$ cat config.mk
export PLATFORM = sky130hd
export DESIGN_NAME = dp_result_serializer
export DESIGN_NICKNAME = d
export VERILOG_FILES = /design/src/rtl/dp_result_pkg.sv /design/src/rtl/dp_result_mem.sv /design/src/rtl/dp_result_serializer.sv
export SDC_FILE = /design/constraint.sdc
export NUM_CORES = 1
export LEC_CHECK = 0
export CAP_MARGIN = 20
export CORE_ASPECT_RATIO = 2
export CORE_UTILIZATION = 55
export CTS_CLUSTER_SIZE = 10
export DETAILED_ROUTE_END_ITERATION = 16
export PLACE_DENSITY_LB_ADDON = 0.1
export SYNTH_ARGS = -nofsm -noshare
export SYNTH_HDL_FRONTEND = slang
export SYNTH_SLANG_ARGS = --single-unit
$ cat constraint.sdc
create_clock -name clk -period 2.8 [get_ports clk]
set_input_delay 0.28 -clock clk [delete_from_list [all_inputs] [get_ports clk]]
set_output_delay 0.28 -clock clk [all_outputs]
set_load 0.01 [all_outputs]
$ cat src/rtl/dp_result_pkg.sv
// Shared defaults and phase encoding for the result serializer.
// Optional running-sum feature is enabled by defining DP_RESULT_SUM_EN.
package dp_result_pkg;
    localparam int DATA_W_DEF = 32;
    localparam int DEPTH_DEF  = 4;

    typedef enum logic {
        PH_X = 1'b0,
        PH_Z = 1'b1
    } phase_t;
endpackage

$ cat src/rtl/dp_result_mem.sv
// Pair storage: one synchronous write port, one asynchronous read port.
module dp_result_mem #(
    parameter int DATA_W = 32,
    parameter int DEPTH  = 4,
    parameter int AW     = $clog2(DEPTH)
) (
    input  logic                  clk,
    input  logic                  we,
    input  logic [AW-1:0]         waddr,
    input  logic [2*DATA_W-1:0]   wdata,
    input  logic [AW-1:0]         raddr,
    output logic [2*DATA_W-1:0]   rdata
);
    logic [2*DATA_W-1:0] mem [DEPTH];

    always_ff @(posedge clk) begin
        if (we)
            mem[waddr] <= wdata;
    end

    assign rdata = mem[raddr];
endmodule

$ cat src/rtl/dp_result_serializer.sv
// Buffers {x,z} result pairs and emits them as two beats, x then z.
// Define DP_RESULT_SUM_EN to add the sum_clr / sum_out running accumulator.
module dp_result_serializer
    import dp_result_pkg::*;
#(
    parameter int DATA_W = DATA_W_DEF,
    parameter int DEPTH  = DEPTH_DEF
) (
    input  logic              clk,
    input  logic              rst,
    input  logic              in_valid,
    input  logic [DATA_W-1:0] in_x,
    input  logic [DATA_W-1:0] in_z,
    output logic              in_ready,
    output logic              out_valid,
    input  logic              out_ready,
    output logic [DATA_W-1:0] out_data,
`ifdef DP_RESULT_SUM_EN
    input  logic              sum_clr,
    output logic signed [DATA_W+15:0] sum_out,
`endif
    output logic              out_last
);
    localparam int AW = $clog2(DEPTH);
    localparam int CW = AW + 1;

    logic [AW-1:0]       wr_ptr, rd_ptr;
    logic [CW-1:0]       count, count_nxt;
    phase_t              phase;
    logic [2*DATA_W-1:0] head;
    logic                push, beat, pop;

    // in_ready reflects count from the previous edge, so a full buffer
    // refuses a push even while the head is popping.
    assign push = in_valid && in_ready;
    assign beat = out_valid && out_ready;
    assign pop  = beat && (phase == PH_Z);

    always_comb begin
        count_nxt = count;
        if (push && !pop)
            count_nxt = count + CW'(1);
        else if (pop && !push)
            count_nxt = count - CW'(1);
    end

    always_ff @(posedge clk) begin
        if (rst) begin
            wr_ptr    <= '0;
            rd_ptr    <= '0;
            count     <= '0;
            phase     <= PH_X;
            in_ready  <= 1'b1;
            out_valid <= 1'b0;
        end else begin
            if (push)
                wr_ptr <= wr_ptr + AW'(1);
            if (pop)
                rd_ptr <= rd_ptr + AW'(1);
            if (beat)
                phase <= (phase == PH_X) ? PH_Z : PH_X;
            count     <= count_nxt;
            in_ready  <= (count_nxt < CW'(DEPTH));
            out_valid <= (count_nxt != '0);
        end
    end

    dp_result_mem #(
        .DATA_W (DATA_W),
        .DEPTH  (DEPTH),
        .AW     (AW)
    ) u_mem (
        .clk   (clk),
        .we    (push),
        .waddr (wr_ptr),
        .wdata ({in_z, in_x}),
        .raddr (rd_ptr),
        .rdata (head)
    );

    // Head only changes on a pop, so the beat is stable while stalled.
    assign out_data = !out_valid ? '0 :
                      (phase == PH_Z) ? head[2*DATA_W-1:DATA_W] : head[DATA_W-1:0];
    assign out_last = out_valid && (phase == PH_Z);

`ifdef DP_RESULT_SUM_EN
    localparam int SW = DATA_W + 16;
    logic [SW-1:0] pair_sum;

    assign pair_sum = {{16{in_x[DATA_W-1]}}, in_x} + {{16{in_z[DATA_W-1]}}, in_z};

    always_ff @(posedge clk) begin
        if (rst)
            sum_out <= '0;
        else if (sum_clr)
            sum_out <= push ? signed'(pair_sum) : '0;
        else if (push)
            sum_out <= sum_out + signed'(pair_sum);
    end
`endif
endmodule
==> flow_metrics.tcl <==
set metrics [dict create \
    status "completed" \
    seqCellArea_um2 7930 \
    die_w_um 99.3 \
    io-pin-count 103 \
    reg2reg_slack_ns 1.04 \
    area_delta_synth_final_pct 22.9 \
    synth_warnings 0 \
    via_count 4939 \
    cts_sinks 268 \
    reg2reg_depth 5 \
    final_core_util_pct 69.6 \
    fin_hold_ws_ns 0.382 \
    drv_cap 0 \
    critPathMaxStageDelay_ns 0.51 \
    n_fill_cell 1197 \
    crit_end "out_data[13]" \
    cp_num_cells 6 \
    period_needed_ns 2.73 \
    worst_clock_skew_ns 0.00677 \
    final_layout_size_suffix_gt1_share_pct 22.0 \
    start_util_pct 56.6 \
    cts_tree "yes" \
    hold_viol 0 \
    drt_iter0_markers 240 \
    dpl.cell_count 777 \
    grt_pass1_vias 5482 \
    portBuffers 102 \
    fin_nets 684 \
    routed_wl_um 20200 \
    cp_max_fo 6 \
    hold_path_class "in -> reg" \
    multi_input_area_um2 2290 \
    synth_compound_area_share_pct 0.384 \
    gp_congestion 0.688 \
    worstSkewPairLatency_ns 0.53 \
    seq_area_frac_synth_pct 76.1 \
    die_height_um 197 \
    synth_area_um2 10400 \
    track_usage_pct 21.0 \
    grt_pass1_wl_um 30200 \
    endpoint_kind "primary output" \
    cts_max_level 1 \
    firstDrtPassIters 4 \
    r2r-end "out_valid$_SDFF_PP0_" \
    arrival_ns 2.45 \
    muxShareOfSynthArea_pct 17.0 \
    path_clk_slew_ns 0.06 \
    synth_cell_types 29 \
    ir_drop_v 0.000695 \
    cp_top_family "buffers and inverters" \
    syn-num-nets 541 \
    critical_path.cell_chain "buf_4, clkbuf_16, mux4_2, mux2i_1, nor2b_1, clkdlybuf4s50_1" \
    grt_max_degree 65 \
    final_cells 839 \
    required_ns 2.52 \
    syn_inst 467 \
    fmax_mhz 367 \
    power_leakage_nw 4.33 \
    yosys.area_share.xor_xnor_pct 0.589 \
    synth-simple-area-share_pct 2.98 \
    slew_headroom_pct 70.9 \
    numCtsBuffers 30 \
    tightest_slew_ns 0.437 \
    setup_violations 0 \
    drc 0 \
    hpwl_um 11700 \
    dieArea_um2 19500 \
    wl_per_cell_um 24.0 \
    final_area_um2 12800 \
    setup.worst_path.class "reg -> out" \
    antenna_found_initial 1 \
    rows 70 \
    synthAdderAreaFrac_pct 0.829 \
    ctsHoldBuffers 0 \
    rr_startpoint "out_valid$_SDFF_PP0_" \
    power_density_nw_per_um2 740 \
    syn_area_per_cell_um2 22.3 \
    drv_slew 0 \
    grt-ovfl-total 0 \
    ant_nets 0 \
    cts_root_buf "clkbuf_16" \
    ys_ff_latch 268 \
    period_share_pct 97.4 \
    ctsLongestPathBuffers 3 \
    postPlaceCellArea_um2 11700 \
    path_buf_inv 3 \
    coreArea_um2 18400 \
    via_per_inst 5.89 \
    startpoint_type "flip-flop" \
    slowest_stage "mux4_2" \
    synth_top_family_by_area "multiplexers" \
]
-- where the power goes --
| part | leakage [nW] | switching (mW) | total, mW | internal (mW) |
|---|---|---|---|---|
| combinational | 1.48 | 0.658 | 1.36 | 0.700 |
| clock | 0.398 | 1.38 | 3.37 | 1.99 |
| sequential | 2.45 | 0.0660 | 4.74 | 4.68 |
-- placed cells by master (no fill, tap or decap), types with 4 or more instances in the layout --
| cell | count |
|---|---|
| edfxtp_1 | 256 |
| clkbuf_16 | 33 |
| nor2_1 | 8 |
| ha_1 | 6 |
| nor2b_1 | 32 |
| clkdlybuf4s50_1 | 85 |
| clkbuf_1 | 12 |
| dlymetal6s2s_1 | 16 |
| inv_1 | 4 |
| and3_4 | 4 |
| buf_12 | 7 |
| mux2i_1 | 31 |
| nand2_1 | 5 |
| dfxtp_1 | 9 |
| xnor2_1 | 5 |
| buf_4 | 21 |
| mux4_2 | 63 |
-- cells in the mapped netlist (all sizes together) --
cell | n | area (um2)
a21oi | 2 | 10.0
a31oi | 1 | 6.26
and2 | 2 | 12.5
and3 | 5 | 31.3
buf | 18 | 184
clkbuf | 6 | 23.8
dfxtp | 12 | 240
edfxtp | 256 | 7690
ha | 6 | 75.1
inv | 4 | 15.0
maj3 | 1 | 11.3
mux2i | 32 | 320
mux4 | 64 | 1450
nand2 | 5 | 18.8
nand3 | 1 | 5.00
nand4 | 1 | 6.26
nor2 | 8 | 30.0
nor2b | 32 | 200
o21ai | 1 | 5.00
o22ai | 2 | 18.8
or2 | 1 | 6.26
xnor2 | 5 | 43.8
xor2 | 2 | 17.5
-- timing repair --
item	4_1_cts	5_1_grt
gates resized for setup	1	24
endpoints found under the setup margin	28	27
gates cloned	0	3
buffers inserted	3	11
-- flip-flops by register name, indices dropped and copies added (netlist names), named ones only --
register	count
wr_ptr	2
phase	1
in_ready	1
u_mem.mem	256
rd_ptr	2
count	3
out_valid	1
-- per-layer routing --
metal	global-route usage (%)	routed length (um)	share of wire, %	up-vias
met1	23.3	7280	36	2592
met4	7.68	544	2.7	0
met2	40.0	11500	57	128
li1	-	-	-	2186
met5	0	0	0	-
met3	3.09	806	4.0	33
-- through the flow --
step / setup TNS (ns) / setup slack [ns] / power, mW
6_report: 0 / 0.0741 / 9.47
5_1_grt: -0.0161 / -0.0104 / 9.79
4_1_cts: 0 / 0.0149 / 9.54
3_5_place_dp: 0 / 0.418 / 6.17
3_3_place_gp: 0 / 0.425 / 6.14
2_1_floorplan: 0 / 0.283 / 5.56
-- cell type report --
class                      instances  area share, %
inverter                           4          0.117
clock inverter                     1         0.0293
tap                              216           2.11
multi-input combinational        171           17.9
antenna                            1         0.0196
timing repair buffer             135           11.4
clock buffer                      43           6.42
sequential                       268           62.0
-- how the worst min path moves through the flow --
stage / start / to / slack (ns) / cells after the start
final: in_x[5] / u_mem.mem[3][5]$_DFFE_PP_ / 0.38 / 1
after global routing: in_z[23] / u_mem.mem[2][55]$_DFFE_PP_ / 0.37 / 1
after CTS: in_x[10] / u_mem.mem[3][10]$_DFFE_PP_ / 0.36 / 1
after detailed placement: wr_ptr[1]$_SDFFE_PP0P_ / wr_ptr[1]$_SDFFE_PP0P_ / 0.51 / 2
after global placement: wr_ptr[1]$_SDFFE_PP0P_ / wr_ptr[1]$_SDFFE_PP0P_ / 0.48 / 2
after floorplan: in_x[0] / u_mem.mem[0][0]$_DFFE_PP_ / 0.38 / 0
-- cell families (layout without fill, tap and decap cells) --
kind of cell / Yosys count / count (layout)
XOR/XNOR: 7 / 7
other: 0 / 1
adder cells (fa/ha/maj): 7 / 7
flip-flops: 268 / 268
multiplexers: 96 / 96
AO/OA/AOI/OAI: 6 / 6
AND/OR/NAND/NOR: 55 / 55
buffers and inverters: 28 / 183
No activity file was read; power rests on OpenSTA's default activity.
